### config.mk
export PLATFORM = sky130hd
export DESIGN_NAME = maze_frame_renderer_flat
export DESIGN_NICKNAME = d
export VERILOG_FILES = /design/src/rtl/maze_pkg.sv /design/src/rtl/maze_frame_renderer_if.sv /design/src/rtl/pixel_scan_counter.sv /design/src/rtl/maze_frame_renderer.sv /design/src/flat_wrapper.sv
export SDC_FILE = /design/constraint.sdc
export NUM_CORES = 1
export LEC_CHECK = 0
export ABC_AREA = 0
export CORE_UTILIZATION = 50
export DETAILED_ROUTE_END_ITERATION = 12
export MAX_ROUTING_LAYER = met4
export PLACE_DENSITY = 0.9
export SKIP_CTS_REPAIR_TIMING = 1
export SYNTH_ARGS = -nofsm -noshare
export SYNTH_HDL_FRONTEND = slang
export SYNTH_HIERARCHICAL = 1
export SYNTH_SLANG_ARGS = --single-unit
### constraint.sdc
create_clock -name clk -period 2.6 [get_ports clk]
set_input_delay 0.39 -clock clk [delete_from_list [all_inputs] [get_ports clk]]
set_output_delay 0.39 -clock clk [all_outputs]
set_load 0.01 [all_outputs]
### src/rtl/maze_pkg.sv
// Shared definitions for the maze datapath: grid size, colour codes, renderer FSM
// states and the mapping between a map bit index and its on-screen cell.
package maze_pkg;

  localparam int GRID_DIM = 8;

  localparam logic [2:0] COL_FLOOR  = 3'b000;
  localparam logic [2:0] COL_WALL   = 3'b111;
  localparam logic [2:0] COL_START  = 3'b010;
  localparam logic [2:0] COL_FINISH = 3'b100;
  localparam logic [2:0] COL_PLAYER = 3'b001;
  localparam logic [2:0] COL_GRID   = 3'b011;

  typedef enum logic [1:0] {
    IDLE = 2'd0,
    DRAW = 2'd1,
    DONE = 2'd2
  } state_e;

  typedef struct packed {
    logic [2:0] row;
    logic [2:0] col;
  } cell_pos_t;

  // Bit 0 of a map is the top-right cell; columns run right-to-left within a row.
  function automatic cell_pos_t bit_to_cell(input logic [5:0] idx);
    cell_pos_t pos;
    pos.row = idx[5:3];
    pos.col = 3'd7 - idx[2:0];
    return pos;
  endfunction

  function automatic logic [5:0] cell_to_bit(input logic [2:0] row, input logic [2:0] col);
    return {row, 3'd7 - col};
  endfunction

  function automatic logic [2:0] cell_colour(input logic player, input logic finish,
                                             input logic start_cell, input logic wall);
    if (player)          return COL_PLAYER;
    else if (finish)     return COL_FINISH;
    else if (start_cell) return COL_START;
    else if (wall)       return COL_WALL;
    else                 return COL_FLOOR;
  endfunction

endpackage

### src/rtl/maze_frame_renderer_if.sv
// Bundle between the game controller / datapath (master) and the frame renderer (slave):
// request, the four 8x8 maps, status and the VGA plot outputs.
interface maze_frame_renderer_if;
  logic        start;
  logic [63:0] MMin;
  logic [63:0] FMin;
  logic [63:0] SMin;
  logic [63:0] PMin;
  logic        busy;
  logic        done;
  logic [7:0]  x;
  logic [6:0]  y;
  logic [2:0]  colour;
  logic        plot;

  modport master (
    output start, MMin, FMin, SMin, PMin,
    input  busy, done, x, y, colour, plot
  );

  modport slave (
    input  start, MMin, FMin, SMin, PMin,
    output busy, done, x, y, colour, plot
  );
endinterface

### src/rtl/pixel_scan_counter.sv
// Raster counter over the grid's pixel area: px runs fastest, py steps when px wraps.
// last_o flags the final pixel of the frame.
module pixel_scan_counter #(
  parameter int CELL_LOG2 = 3
) (
  input  logic                 clk,
  input  logic                 resetn,
  input  logic                 clr_i,
  input  logic                 en_i,
  output logic [CELL_LOG2+2:0] px_o,
  output logic [CELL_LOG2+2:0] py_o,
  output logic                 last_o
);
  localparam int PW = CELL_LOG2 + 3;

  logic [PW-1:0] px_q, px_d;
  logic [PW-1:0] py_q, py_d;

  always_comb begin
    px_d = px_q;
    py_d = py_q;
    if (clr_i) begin
      px_d = '0;
      py_d = '0;
    end else if (en_i) begin
      px_d = px_q + 1'b1;
      if (&px_q) begin
        py_d = py_q + 1'b1;
      end
    end
  end

  always_ff @(posedge clk or negedge resetn) begin
    if (!resetn) begin
      px_q <= '0;
      py_q <= '0;
    end else begin
      px_q <= px_d;
      py_q <= py_d;
    end
  end

  assign px_o   = px_q;
  assign py_o   = py_q;
  assign last_o = (&px_q) & (&py_q);
endmodule

### src/rtl/maze_frame_renderer.sv
// Snapshots the four maze maps on request and scans them out one pixel per cycle to the
// VGA plot interface. Build with GRID_LINES_EN defined to overlay cell grid lines.
module maze_frame_renderer
  import maze_pkg::*;
#(
  parameter int CELL_LOG2 = 3,
  parameter int X_ORIGIN  = 0,
  parameter int Y_ORIGIN  = 0
) (
  input  logic                  clk,
  input  logic                  resetn,
  maze_frame_renderer_if.slave  bus
);
  localparam int PW = CELL_LOG2 + 3;

  state_e state_q, state_d;

  logic [63:0] mm_q, mm_d;
  logic [63:0] fm_q, fm_d;
  logic [63:0] sm_q, sm_d;
  logic [63:0] pm_q, pm_d;

  logic       busy_q, busy_d;
  logic       done_q, done_d;
  logic       plot_q, plot_d;
  logic [7:0] x_q, x_d;
  logic [6:0] y_q, y_d;
  logic [2:0] colour_q, colour_d;

  logic [PW-1:0] px, py;
  logic          scan_last;
  logic          scan_clr, scan_en;

  pixel_scan_counter #(
    .CELL_LOG2 (CELL_LOG2)
  ) u_scan (
    .clk    (clk),
    .resetn (resetn),
    .clr_i  (scan_clr),
    .en_i   (scan_en),
    .px_o   (px),
    .py_o   (py),
    .last_o (scan_last)
  );

  // The top three bits of each offset are the cell column/row.
  logic [2:0] cell_row, cell_col;
  logic [5:0] cell_idx;
  logic [2:0] pix_colour;

  assign cell_col = px[PW-1 -: 3];
  assign cell_row = py[PW-1 -: 3];

`ifdef GRID_LINES_EN
  localparam logic [PW-1:0] OFF_MASK = PW'((1 << CELL_LOG2) - 1);
`endif

  always_comb begin
    cell_idx   = cell_to_bit(cell_row, cell_col);
    pix_colour = cell_colour(pm_q[cell_idx], fm_q[cell_idx], sm_q[cell_idx], mm_q[cell_idx]);
`ifdef GRID_LINES_EN
    if (((px & OFF_MASK) == '0) || ((py & OFF_MASK) == '0)) begin
      pix_colour = COL_GRID;
    end
`endif
  end

  always_comb begin
    state_d  = state_q;
    mm_d     = mm_q;
    fm_d     = fm_q;
    sm_d     = sm_q;
    pm_d     = pm_q;
    busy_d   = busy_q;
    done_d   = done_q;
    plot_d   = plot_q;
    x_d      = x_q;
    y_d      = y_q;
    colour_d = colour_q;
    scan_clr = 1'b0;
    scan_en  = 1'b0;

    case (state_q)
      IDLE: begin
        busy_d = 1'b0;
        done_d = 1'b0;
        plot_d = 1'b0;
        if (bus.start) begin
          mm_d     = bus.MMin;
          fm_d     = bus.FMin;
          sm_d     = bus.SMin;
          pm_d     = bus.PMin;
          scan_clr = 1'b1;
          busy_d   = 1'b1;
          state_d  = DRAW;
        end
      end
      DRAW: begin
        plot_d   = 1'b1;
        x_d      = 8'(X_ORIGIN) + 8'(px);
        y_d      = 7'(Y_ORIGIN) + 7'(py);
        colour_d = pix_colour;
        scan_en  = 1'b1;
        if (scan_last) begin
          state_d = DONE;
        end
      end
      DONE: begin
        plot_d  = 1'b0;
        done_d  = 1'b1;
        busy_d  = 1'b1;
        state_d = IDLE;
      end
      default: begin
        state_d = IDLE;
      end
    endcase
  end

  always_ff @(posedge clk or negedge resetn) begin
    if (!resetn) begin
      state_q  <= IDLE;
      mm_q     <= '0;
      fm_q     <= '0;
      sm_q     <= '0;
      pm_q     <= '0;
      busy_q   <= 1'b0;
      done_q   <= 1'b0;
      plot_q   <= 1'b0;
      x_q      <= '0;
      y_q      <= '0;
      colour_q <= '0;
    end else begin
      state_q  <= state_d;
      mm_q     <= mm_d;
      fm_q     <= fm_d;
      sm_q     <= sm_d;
      pm_q     <= pm_d;
      busy_q   <= busy_d;
      done_q   <= done_d;
      plot_q   <= plot_d;
      x_q      <= x_d;
      y_q      <= y_d;
      colour_q <= colour_d;
    end
  end

  assign bus.busy   = busy_q;
  assign bus.done   = done_q;
  assign bus.plot   = plot_q;
  assign bus.x      = x_q;
  assign bus.y      = y_q;
  assign bus.colour = colour_q;
endmodule

### src/flat_wrapper.sv
// flat-port wrapper written by rule: the top's interface ports become plain ports
module maze_frame_renderer_flat import maze_pkg::*;
#(
  parameter int CELL_LOG2 = 3,
  parameter int X_ORIGIN  = 0,
  parameter int Y_ORIGIN  = 0
)
  (clk, resetn, bus_start, bus_MMin, bus_FMin, bus_SMin, bus_PMin, bus_busy, bus_done, bus_x, bus_y, bus_colour, bus_plot);
  maze_frame_renderer_if bus_i ();
  input  logic clk;
  input  logic resetn;
  input wire logic [$bits(bus_i.start)-1:0] bus_start;
  input wire logic [$bits(bus_i.MMin)-1:0] bus_MMin;
  input wire logic [$bits(bus_i.FMin)-1:0] bus_FMin;
  input wire logic [$bits(bus_i.SMin)-1:0] bus_SMin;
  input wire logic [$bits(bus_i.PMin)-1:0] bus_PMin;
  output wire logic [$bits(bus_i.busy)-1:0] bus_busy;
  output wire logic [$bits(bus_i.done)-1:0] bus_done;
  output wire logic [$bits(bus_i.x)-1:0] bus_x;
  output wire logic [$bits(bus_i.y)-1:0] bus_y;
  output wire logic [$bits(bus_i.colour)-1:0] bus_colour;
  output wire logic [$bits(bus_i.plot)-1:0] bus_plot;
  assign bus_i.start = bus_start;
  assign bus_i.MMin = bus_MMin;
  assign bus_i.FMin = bus_FMin;
  assign bus_i.SMin = bus_SMin;
  assign bus_i.PMin = bus_PMin;
  assign bus_busy = bus_i.busy;
  assign bus_done = bus_i.done;
  assign bus_x = bus_i.x;
  assign bus_y = bus_i.y;
  assign bus_colour = bus_i.colour;
  assign bus_plot = bus_i.plot;
  maze_frame_renderer #(.CELL_LOG2(CELL_LOG2), .X_ORIGIN(X_ORIGIN), .Y_ORIGIN(Y_ORIGIN)) u_core (.clk(clk), .resetn(resetn), .bus(bus_i));
endmodule
Word level (Yosys, flattened, before mapping) --
Index checks and enable logic that the tools add are counted.
Operators by class: add/sub/neg operators 3, $lt $le $gt $ge 1, eq/ne operators 4, mux-type cells 26, bitwise logic cells 1, reductions and logical operators 11
Operators by type and width (count):
- $mux 6 | 5
- $bmux 1 s6 | 4
- $add 6x1->6 const B | 2
- $mux 3 | 4
- $reduce_and 6->1 | 2
- $reduce_bool 2->1 | 4
- $lt 6x7->1 const B | 1
- $mux 1 | 7
- $pmux 1 s2 | 3
- $reduce_and 2->1 | 3
- $mux 2 | 2
- $pmux 2 s2 | 1
- $sub 3x3->3 const A | 1
- $eq 2x1->1 const B | 1
- $eq 2x2->1 const B | 1
- $logic_not 2->1 | 1
- $ne 2x1->1 const B | 1
- $ne 2x2->1 const B | 1
- $reduce_or 2->1 | 1
- $and 1x1->1 | 1
Word-level totals: register bits after elaboration 288, input port bits 259, output and inout bits 21

Depth between registers and ports, before layout --
depth after elaboration 7, depth in mapped cells 10

Cells and area by module --
The synthesis kept the hierarchy.
Modules (own cells, without submodules):
- maze_frame_renderer | times used 1, cells each 803, area each 12418.2 um2, sequential area each 6906.6 um2
- pixel_scan_counter | times used 1, cells each 62, area each 621.8 um2, sequential area each 300.3 um2

Worst setup path after synthesis --
No wires, ideal clock.
path type register -> register, start reg u_core.u_scan.px_q[3] (netlist: u_core/u_scan/px_o[3]), end reg u_core.colour_q[2] (netlist: u_core/bus.colour[2]), library setup time 0.126 ns, data arrival time 2.294 ns, data required time 2.474 ns, path slack 0.180 ns, cell stages (with the launch flop) 9, path through dfrtp_1 > buf_6 > buf_12 > mux4_2 > a22oi_2 > a21oi_1 > or3_4 > and3_1 > a221o_1
On the way: word-level cells in the longest chain between the ends 7
RTL lines:
- start: declaration | RTL line pixel_scan_counter.sv:16 | logic [PW-1:0] px_q, px_d;
- start signal: assignment | RTL line pixel_scan_counter.sv:38 | px_q <= px_d;
- $sub 3x3->3 (*) | RTL line maze_pkg.sv:34 | return {row, 3'd7 - col};
- $bmux 1 s6 | RTL line maze_frame_renderer.sv:60 | pix_colour = cell_colour(pm_q[cell_idx], fm_q[cell_idx], sm_q[cell_idx], mm_q[cell_idx]);
- $mux 1 (implied by the code) | RTL line maze_frame_renderer.sv:60
- $mux 3 | RTL line maze_pkg.sv:42 | else if (wall) return COL_WALL;
- $mux 3 | RTL line maze_pkg.sv:41 | else if (start_cell) return COL_START;
- $mux 3 | RTL line maze_pkg.sv:40 | else if (finish) return COL_FINISH;
- $mux 3 (*) | RTL line maze_pkg.sv:39 | if (player) return COL_PLAYER;
- end signal: assignment | RTL line maze_frame_renderer.sv:144 | colour_q <= colour_d;
- end: declaration | RTL line maze_frame_renderer.sv:28 | logic [2:0] colour_q, colour_d;
Mark *: on every way between the ends. The rest lies on a longest branch, timed or not. The select of a mux whose other input is x is not followed. A chain may end at the register's enable or synchronous reset.

Final worst setup path --
Ends and elaborated chain as after synthesis.

==> results.json <==
{
  "hpwl_um": 25400,
  "end_kind": "register",
  "drtIter0Drc": 489,
  "ant_nets": 0,
  "pre_cts_ws_ns": 0.0721,
  "hold_class": "input port to async pin",
  "cp.required_ns": 3.03,
  "period_needed_ns": 2.50,
  "syn_area_per_cell_um2": 15.1,
  "grt_use_met1": 0.335,
  "fin_skew_ns": 0.0128,
  "fill_cells": 1697,
  "critPathLaunchType": "register",
  "synthCells": 865,
  "synthFlopType": "dfrtp_1",
  "synth-seq-cells": 288,
  "grt_usage": 0.274,
  "power.internal_mw": 10.0,
  "crit_buf_inv": 1,
  "p_switching_mw": 3.97,
  "syn2layout_area_growth_pct": 35.3,
  "period_share": 0.962,
  "ys_async_sr_fraction": 1.00,
  "slew_violations": 0,
  "num_rows": 58,
  "core_mm2": 0.0254,
  "path_max_fanout": 6,
  "synth-seq-area-share": 0.553,
  "slew_headroom": 0.551,
  "diodes": 0,
  "clockBufferDepth": 3,
  "finalNonFillerCells": 1518,
  "ir_drop_mv": 0.824,
  "route.detailed.wl_per_inst_um": 23.1,
  "pwr-share-seq": 0.374,
  "status": "finished clean",
  "via_per_inst": 5.77,
  "finalSetupViolCount": 0,
  "die_area_mm2": 0.0267,
  "leakage_nw": 7.70,
  "ios": 280,
  "grtUsageMet2": 0.468,
  "antenna_found_initial": 0,
  "clk_latency_ns": 0.56,
  "hold_slack_ns": 0.402,
  "r2r_slack_ns": 0.1,
  "powerDensity_mw_per_mm2": 793,
  "drc": 0,
  "worst_slew_pin_slew_ns": 0.674,
  "synth_area_mm2": 0.0130,
  "use_met3": 0.0394,
  "final_area_mm2": 0.0176,
  "numCtsBuffers": 31,
  "place_inst": 1456,
  "portBuffers": 276,
  "drv_cap": 0,
  "slowest_delay_ns": 0.56,
  "path_clk_slew_ns": 0.06,
  "crit_chain": "buf_12, mux4_1, a22oi_1, a21oi_1, or3_4, and3_1, a221o_1",
  "die_h_um": 163,
  "crit_arrival_ns": 2.93,
  "overflow": 0,
  "slowest_stage": "mux4_1",
  "grt_max_degree": 78,
  "place_congestion": 0.870,
  "synth_edf_count": 0,
  "critical_path_depth": 7,
  "placed_area_mm2": 0.0164,
  "layout-drive-gt1-share": 0.365,
  "initial_core_util": 0.513,
  "numClockSinks": 288,
  "root_buffer": "clkbuf_16",
  "drt_wl_total_um": 35000,
  "pwr-share-clk": 0.334,
  "critPathKind": "register to register",
  "fin_nets": 1426,
  "swShare": 0.284,
  "via_count": 8755,
  "pwr-share-comb": 0.292,
  "grt_pass1_wl_um": 53600,
  "path_delay_family": "compound AO/OA/AOI/OAI gates",
  "clock.fmax_mhz": 400,
  "grt_pass1_vias": 9445,
  "die-width_um": 163,
  "cts_tree": "yes",
  "ys_types": 62,
  "tns_ns": 0,
  "grt.busiest_layer": "met2",
  "yosysWarnings": 6,
  "reg2regPathDepth": 7,
  "htreeDepth": 1,
  "finalHoldViolCount": 0,
  "fin_ws_ns": 0.0983,
  "drt-pass1-iter-count": 6
}
==> worst reg2reg max path: cells and delay by family, from the launching register on <==
| kind | cells | cell delay, ns |
|---|---|---|
| compound gates | 3 | 0.64 |
| buf+inv | 1 | 0.14 |
| flops | 1 | 0.45 |
| mux | 1 | 0.57 |
| simple gates | 2 | 0.58 |
==> Yosys cell counts, types with 3 or more instances <==
cell type / count / area (um2)
mux2_2: 276 / 3110
or3_1: 3 / 18.8
nand2_1: 40 / 150
o22ai_1: 15 / 93.8
and2_1: 3 / 18.8
mux4_2: 44 / 991
dfrtp_1: 288 / 7210
clkbuf_1: 34 / 128
nor4_1: 6 / 37.5
nand2b_1: 5 / 31.3
buf_4: 6 / 45.0
nand3_1: 6 / 30.0
mux2i_1: 6 / 60.1
buf_2: 9 / 45.0
nor2_1: 13 / 48.8
o21ai_0: 10 / 50.1
a21oi_1: 10 / 50.1
buf_1: 3 / 11.3
mux4_1: 10 / 263
nor3_1: 3 / 15.0
a22oi_1: 7 / 52.6
inv_1: 5 / 18.8
or4_1: 3 / 22.5
o31ai_1: 3 / 22.5
nor2b_1: 8 / 50.1
==> flip-flops by register name, summed over array words and instances (netlist names) <==
name	flops
u_core/fm_q	64
u_core/mm_q	64
u_core/pm_q	64
u_core/sm_q	64
u_core/bus.x	6
u_core/bus.y	6
u_core/u_scan/px_o	6
u_core/u_scan/py_o	6
u_core/bus.colour	3
u_core/state_q	2
u_core/bus.busy	1
u_core/bus.done	1
u_core/bus.plot	1
==> metal layers <==
metal,vias to the layer above,part of all wire
li1,3834,-
met1,4463,0.39
met2,378,0.51
met3,80,0.057
met4,0,0.037
met5,-,0
==> per-stage QoR <==
stage                util  total power [mW]
floorplan               -              7.59
global placement    0.648              9.09
detailed placement  0.648              9.22
CTS                 0.691              13.9
global route        0.695              14.6
finish              0.695              14.0
==> final cells by class <==
| class | count | area [um2] | share of cell area |
|---|---|---|---|
| sequential | 288 | 7210 | 0.409 |
| inverter | 6 | 22.5 | 0.00128 |
| clock buffer | 45 | 908 | 0.0515 |
| timing repair buffer | 322 | 3360 | 0.190 |
| multi-input combinational | 516 | 5540 | 0.314 |
| tap | 330 | 413 | 0.0234 |
| clock inverter | 11 | 190 | 0.0108 |
==> layout by cell type, fill, tap and decap left out, types with 5 or more instances in the layout <==
cell type,instances
nand2_1,40
mux4_2,46
clkbuf_8,8
nor2_1,13
mux4_1,8
clkdlybuf4s50_1,275
dfrtp_1,286
nor4_1,5
clkbuf_1,6
mux2_2,276
a22oi_1,7
a21oi_1,10
inv_1,5
buf_4,25
nand2b_1,5
nor2b_1,7
o21ai_0,10
o22ai_1,14
mux2i_1,6
bufinv_16,5
buf_12,19
clkbuf_16,31
nand3_1,6
==> logic make-up after synthesis <==
kind of cell,Yosys count,synth area share
AOI/OAI and AO/OA,67,0.0354
buffers and inverters,63,0.0252
muxes,337,0.340
and+or+nand+nor,103,0.0418
DFF,288,0.553
adders and majority gates,2,0.00192
xor gates and xnor gates,4,0.00269
other,1,0.000288
==> path summary, 6_finish.rpt <==
kind,end,start
max,u_core/bus.colour[2],u_core/u_scan/px_o[3]
min,u_core/fm_q[38],resetn
max reg2reg,u_core/bus.colour[2],u_core/u_scan/px_o[3]
min reg2reg,u_core/bus.x[0],u_core/bus.x[0]
max in group asynchronous,u_core/fm_q[19],resetn
min in group clk,u_core/mm_q[27],bus_MMin[27]
==> power by group through the flow <==
stage                     Sequential [mW]  Combinational [mW]  Clock (mW)
after CTS                            5.28                3.89        4.75
after detailed placement             5.35                3.87           0
after floorplan                      5.20                2.39           0
after global placement               5.32                3.76           0
after global routing                 5.28                4.35        4.94
final                                5.24                4.08        4.67
Note: power is estimated with default switching activity, not from simulation.
